`config.mk`:
```
export PLATFORM = sky130hd
export DESIGN_NAME = div_restoring_ctrl
export DESIGN_NICKNAME = d
export VERILOG_FILES = /design/src/rtl/div_restoring_ctrl.sv
export SDC_FILE = /design/constraint.sdc
export NUM_CORES = 1
export LEC_CHECK = 0
export CAP_MARGIN = 0
export CORE_UTILIZATION = 35
export DETAILED_ROUTE_END_ITERATION = 16
export GPL_TIMING_DRIVEN = 1
export HOLD_SLACK_MARGIN = 0.06
export MAX_ROUTING_LAYER = met4
export PLACE_DENSITY_LB_ADDON = 0.12
export SYNTH_ARGS = -nofsm -noshare
export SYNTH_HDL_FRONTEND = slang
export SYNTH_SLANG_ARGS = --single-unit
```
`constraint.sdc`:
```
create_clock -name clk -period 2.1 [get_ports clk]
set_clock_uncertainty 0.2 [all_clocks]
set_input_delay 0.21 -clock clk [delete_from_list [all_inputs] [get_ports clk]]
set_output_delay 0.21 -clock clk [all_outputs]
set_load 0.03 [all_outputs]
```
`src/rtl/div_restoring_ctrl.sv`:
```
// Restoring-division sequencer: owns A (partial remainder), Q (dividend/
// quotient) and M (divisor) and walks SHIFT, SUB, CHECK once per quotient bit.
// Ports: clk, rst (sync, active-high); start/dividend/divisor request;
// busy/done handshake; quotient/remainder/div_by_zero results (held);
// shift_en/sub_en/restore_en per-step strobes for the datapath.
module div_restoring_ctrl #(
  parameter int WIDTH = 4
) (
  input  logic             clk,
  input  logic             rst,
  input  logic             start,
  input  logic [WIDTH-1:0] dividend,
  input  logic [WIDTH-1:0] divisor,
  output logic             busy,
  output logic             done,
  output logic [WIDTH-1:0] quotient,
  output logic [WIDTH-1:0] remainder,
  output logic             div_by_zero,
  output logic             shift_en,
  output logic             sub_en,
  output logic             restore_en
);

  localparam int CW = (WIDTH > 2) ? $clog2(WIDTH) : 1;

  localparam logic [2:0] S_IDLE  = 3'd0;
  localparam logic [2:0] S_SHIFT = 3'd1;
  localparam logic [2:0] S_SUB   = 3'd2;
  localparam logic [2:0] S_CHECK = 3'd3;
  localparam logic [2:0] S_DONE  = 3'd4;

  logic [2:0]       state_q, state_d;
  logic [WIDTH:0]   a_q, a_d;
  logic [WIDTH-1:0] q_q, q_d;
  logic [WIDTH-1:0] m_q, m_d;
  logic [CW-1:0]    cnt_q, cnt_d;
  logic [WIDTH-1:0] quo_q, quo_d;
  logic [WIDTH-1:0] rem_q, rem_d;
  logic             dbz_q, dbz_d;
  logic [WIDTH:0]   m_ext;

  assign m_ext = {1'b0, m_q};

  always_comb begin
    state_d = state_q;
    a_d     = a_q;
    q_d     = q_q;
    m_d     = m_q;
    cnt_d   = cnt_q;
    quo_d   = quo_q;
    rem_d   = rem_q;
    dbz_d   = dbz_q;
    unique case (state_q)
      S_IDLE: begin
        if (start) begin
          if (divisor == '0) begin
            // Divide-by-zero finishes immediately with a fixed result.
            quo_d   = '1;
            rem_d   = dividend;
            dbz_d   = 1'b1;
            state_d = S_DONE;
          end else begin
            a_d     = '0;
            q_d     = dividend;
            m_d     = divisor;
            cnt_d   = CW'(WIDTH - 1);
            state_d = S_SHIFT;
          end
        end
      end
      S_SHIFT: begin
        a_d     = {a_q[WIDTH-1:0], q_q[WIDTH-1]};
        q_d     = {q_q[WIDTH-2:0], 1'b0};
        state_d = S_SUB;
      end
      S_SUB: begin
        a_d     = a_q - m_ext;
        state_d = S_CHECK;
      end
      S_CHECK: begin
        // Sign bit set means the trial subtraction went negative.
        if (a_q[WIDTH]) begin
          a_d = a_q + m_ext;
        end else begin
          q_d[0] = 1'b1;
        end
        if (cnt_q == '0) begin
          quo_d   = q_d;
          rem_d   = a_d[WIDTH-1:0];
          dbz_d   = 1'b0;
          state_d = S_DONE;
        end else begin
          cnt_d   = cnt_q - 1'b1;
          state_d = S_SHIFT;
        end
      end
      S_DONE: begin
        state_d = S_IDLE;
      end
      default: begin
        state_d = S_IDLE;
      end
    endcase
  end

  always_ff @(posedge clk) begin
    if (rst) begin
      state_q <= S_IDLE;
      a_q     <= '0;
      q_q     <= '0;
      m_q     <= '0;
      cnt_q   <= '0;
      quo_q   <= '0;
      rem_q   <= '0;
      dbz_q   <= 1'b0;
    end else begin
      state_q <= state_d;
      a_q     <= a_d;
      q_q     <= q_d;
      m_q     <= m_d;
      cnt_q   <= cnt_d;
      quo_q   <= quo_d;
      rem_q   <= rem_d;
      dbz_q   <= dbz_d;
    end
  end

  assign busy        = (state_q != S_IDLE);
  assign done        = (state_q == S_DONE);
  assign shift_en    = (state_q == S_SHIFT);
  assign sub_en      = (state_q == S_SUB);
  assign restore_en  = (state_q == S_CHECK) && a_q[WIDTH];
  assign quotient    = quo_q;
  assign remainder   = rem_q;
  assign div_by_zero = dbz_q;

endmodule

```
# [Word-level counts from Yosys, hierarchy flattened]
# Cells that the tools add are included.
[totals] regBits=27 in_bits=11 out_inout_bits=14 wordCells=66
[op_classes] add_sub_neg=3 eq_ne=9 mux=29 n_bitwise=1 n_reduce_logical=15
[op_table] op="4-bit 2-to-1 mux" count=8
[op_table] op="5-bit case mux with 4 select lines" count=1
[op_table] op="4-bit case mux with 2 select lines" count=2
[op_table] op="5-bit 2-to-1 mux" count=3
[op_table] op="3-bit case mux with 4 select lines" count=1
[op_table] op="3-bit AND reduction" count=4
[op_table] op="2-bit inequality test (second input constant)" count=5
[op_table] op="3-bit 2-to-1 mux" count=3
[op_table] op="4-bit AND reduction" count=2
[op_table] op="3-bit by 2-bit equality test with 1-bit output (second input constant)" count=2
[op_table] op="2-bit 2-to-1 mux" count=3
[op_table] op="3-bit case mux with 2 select lines" count=1
[op_table] op="3-bit nonzero test" count=2
[op_table] op="5-bit by 4-bit adder with 5-bit output" count=1
[op_table] op="5-bit by 4-bit subtractor with 5-bit output" count=1
[op_table] op="4-bit logical NOT" count=1
[op_table] op="1-bit 2-to-1 mux" count=4
[op_table] op="2-bit case mux with 2 select lines" count=1
[op_table] op="2-bit nonzero test" count=2
[op_table] op="4-bit nonzero test" count=1
[op_table] op="3-bit by 1-bit equality test with 1-bit output (second input constant)" count=1
[op_table] op="3-bit equality test (second input constant)" count=1
[op_table] op="3-bit logical NOT" count=1
[op_table] op="1-bit case mux with 3 select lines" count=1
[op_table] op="5 further kinds" count=5

# [Depth between registers and ports, before layout]
[logic_depth] ltp_word=4 mapped_depth=7 mapped_depth_nobuf=7

# [Worst setup path before layout]
# OpenSTA, ideal clock, no wires.
[synth_timing] path_type="register to register" start="register m_q[2]" end="register rem_q[3] (netlist: remainder[3])" setup_ps=86 t_arrival_ps=1819 required_ps=1814 slack_ps=-6 path_stages_with_launch=8 n_path_buf=1 period_less_slack_ps=2106 path_cell_list="dfxtp_1 > inv_1 > ha_1 > buf_6 > nor3b_2 > or4_1 > a311o_1 > a221oi_2"
[synth_between] elab_chain_cells=4
[synth_rtl] element="from (decl)" line="35" source="logic [WIDTH-1:0] m_q, m_d;"
[synth_rtl] element="from (signal assigned)" line="120" source="m_q <= m_d;"
[synth_rtl] element="5-bit by 4-bit adder with 5-bit output" line="83" source="a_d = a_q + m_ext;"
[synth_rtl] element="5-bit 2-to-1 mux" line="82" source="if (a_q[WIDTH]) begin"
[synth_rtl] element="4-bit 2-to-1 mux" line="87" source="if (cnt_q == '0) begin"
[synth_rtl] element="4-bit case mux with 2 select lines" line="53" source="unique case (state_q)"
[synth_rtl] element="to (signal assigned)" line="123" source="rem_q <= rem_d;"
[synth_rtl] element="to (decl)" line="38" source="logic [WIDTH-1:0] rem_q, rem_d;"
# No other way between the ends. The select of a mux whose other input is x is not followed.
# A chain may end at the register's enable or synchronous reset.

# [Final worst setup path]
[layout_timing] start="register m_q[1]" end="register rem_q[3] (netlist: remainder[3])"
# Same word-level chain as after synthesis.

==> results.cfg <==
[global_route]
grt_pass1_vias = 1418
grt_use_total_pct = 18.3
grt_max_degree = 17
grt-ovfl-total = 0
antenna_found_initial = 0
grt_pass1_wl_mm = 6.84

[routing]
wl_per_cell_um = 14.5
drtIter0Drc = 51
via_per_inst = 5.25
remaining_drc_errors = 0
num_vias = 1445
first_pass_iters = 4
wl_mm = 3.99
ant_nets = 0

[final_layout]
syn_to_final_growth_pct = 31.8
drive_above_1_share_pct = 22.4
layout.nets = 246
fillers = 395
diodes = 0

[sta]
whs_ns = 0.254
setup_violations = 0
rsz0062_at_grt = true
slew_headroom_pct = 69.8
final-hold-violation-count = 0
worst-slew-pin-transition_ns = 0.441
finalCritPeriodShare_pct = 99.3
slew_violations = 0
timing.final.ws_setup_ns = 0.0141
period_minus_slack_ns = 2.09
fmax_ghz = 0.479

[logic_synthesis]
synthFlopType = dfxtp_1
yosysUniqueCellTypes = 47
postSynthCellCount = 184
yosysSeqAreaShare_pct = 34.1
synth_top_cell_by_area = dfxtp_1
ys_ff_latch = 27
synth_edf_count = 0
yosys-top-cells-area = dfxtp_1, ha_1, a211oi_1, nor2_1, mux2i_1
syn-cell-area_sq_um = 1580
synthesis.nets = 206
async_reset_ff_share_pct = 0
synthDominantCellAreaShare_pct = 34.1
avgSynthCellArea_sq_um = 8.61
yosys_warnings = 0

[worst_hold_path]
min_path_type = register to register

[setup_path]
startpoint_type = register
crit_arrival_ns = 2.08
worstPathRequired_ns = 2.10
critPathKind = register to register
endpoint_kind = register
critPathMaxFanout = 2

[clock_tree]
worstSkewPairLatency_ns = 0.28
cts_tree = done
cts_buffer_depth = 2
clk_pin_slew_worst_paths_ns = 0.10
cts-htree-levels = 1
numCtsBuffers = 3
cts_sinks = 27
cts_root_buffer = clkbuf_8
holdBufCountCts = 0

[placed_design]
finalWeightedCongestion = 0.836
numPortBuffers = 24
dp_hpwl_mm = 3.03
post-place-ws_ns = -0.140

[power_and_ir_drop]
leakage_nw = 0.795
p_total_mw = 1.92
ir_drop_uv = 524
powerDensity_nw_per_um2 = 921

[status]
status = finished, final reports clean

[die]
fp.coreArea_sq_um = 4350
die_area_sq_um = 4800
ios = 25
die_h_um = 69.3
fp.dieW_um = 69.3
initial_core_util_pct = 36.4
row_count = 24

[run]
drv_cap = 0
==> through the flow <==
stage	utilization [%]	TNS, ns	cells	area, sq um
2_1_floorplan	-	0	184	1580
3_3_place_gp	45.0	-0.189	268	1960
3_5_place_dp	45.0	-0.843	268	1960
4_1_cts	47.4	-0.0302	274	2060
5_1_grt	48.0	-0.0610	275	2090
6_report	48.0	0	275	2090
==> logic make-up after synthesis <==
logic type | Yosys count | share of synthesized area, %
flops | 27 | 34.1
fa+ha+maj | 11 | 9.64
compound gates | 46 | 21.1
xor+xnor | 3 | 1.66
buf+inv | 32 | 8.77
simple gates | 57 | 19.7
mux | 8 | 5.06
==> critical path, stage by stage (launching register included) <==
cell and delay, ns:
dfxtp_2 0.36, inv_2 0.06, ha_4 0.26, nor3b_2 0.04
or4_1 0.47, a311o_1 0.38, a221oi_2 0.23
==> path summary, 6_finish.rpt <==
kind / from / endpoint / slack [ns] / depth (start not counted)
setup / recovery: m_q[1] / remainder[3] / 0.01 / 6
hold / removal: quotient[1] / quotient[1] / 0.25 / 2
setup reg to reg: m_q[1] / remainder[3] / 0.01 / 6
hold reg to reg: quotient[1] / quotient[1] / 0.25 / 2
==> area by class of cell <==
| type | instances | area [sq um] | area share [%] |
|---|---|---|---|
| Clock buffer | 3 | 41.3 | 1.98 |
| Clock inverter | 1 | 7.51 | 0.359 |
| Inverter | 22 | 82.6 | 3.95 |
| Multi-Input combinational cell | 125 | 948 | 45.4 |
| Sequential cell | 27 | 548 | 26.2 |
| Tap cell | 52 | 65.1 | 3.12 |
| Timing Repair Buffer | 45 | 395 | 18.9 |
==> registers in the layout, indices dropped and copies added, names as in the netlist <==
register and cells:
a_q 5, cnt_q 2, div_by_zero 1, m_q 4, q_q 4, quotient 4
remainder 4, state_q 3
==> layer usage <==
metal  global-route usage, %  wire length, um  vias to the layer above  share of wire [%]
met5                       -                0                        -                  0
met4                    4.31               48                        0                1.2
met3                    4.07               93                        7                2.3
met2                    30.1             1920                       18                 48
met1                    22.8             1940                      692                 48
li1                        -                -                      728                  -
==> Yosys cell counts, drive strengths merged (3+ instances only) <==
library cell,n
nor3,5
xnor2,3
clkbuf,5
a31oi,3
a211oi,12
mux2i,8
nor2b,3
ha,9
a21oi,7
o21ai,6
buf,5
and2,3
dfxtp,27
a221oi,3
nand2,6
nor2,23
nand3b,3
nor3b,3
inv,22
==> what timing repair did <==
item | in CTS | in global routing
resized for setup | 13 | 7
buffers inserted | 2 | 1
pin swaps | 6 | 2
setup endpoints to repair | 3 | 14
==> cell usage in the layout (no fill, tap or decap), drive strengths merged, types with 2 or more instances in the layout <==
cell,instances
a311oi,2
a21oi,7
a211o,2
nand3b,3
fa,2
and2,3
nand3,2
ha,9
nor3,5
clkbuf,3
nor2b,3
a221oi,3
o21ai,6
clkdlybuf4s50,19
nor3b,3
nand2b,2
dfxtp,27
a211oi,12
nor2,23
inv,22
xnor2,3
buf,24
mux2i,8
a31oi,3
nand2,6
a22oi,2
==> power by group <==
group          leakage, nW  switching (mW)  internal [mW]
Sequential           0.223          0.0948          0.609
Clock               0.0217           0.180          0.135
Combinational        0.551           0.501          0.403
Power figures use the tool's default switching activity.
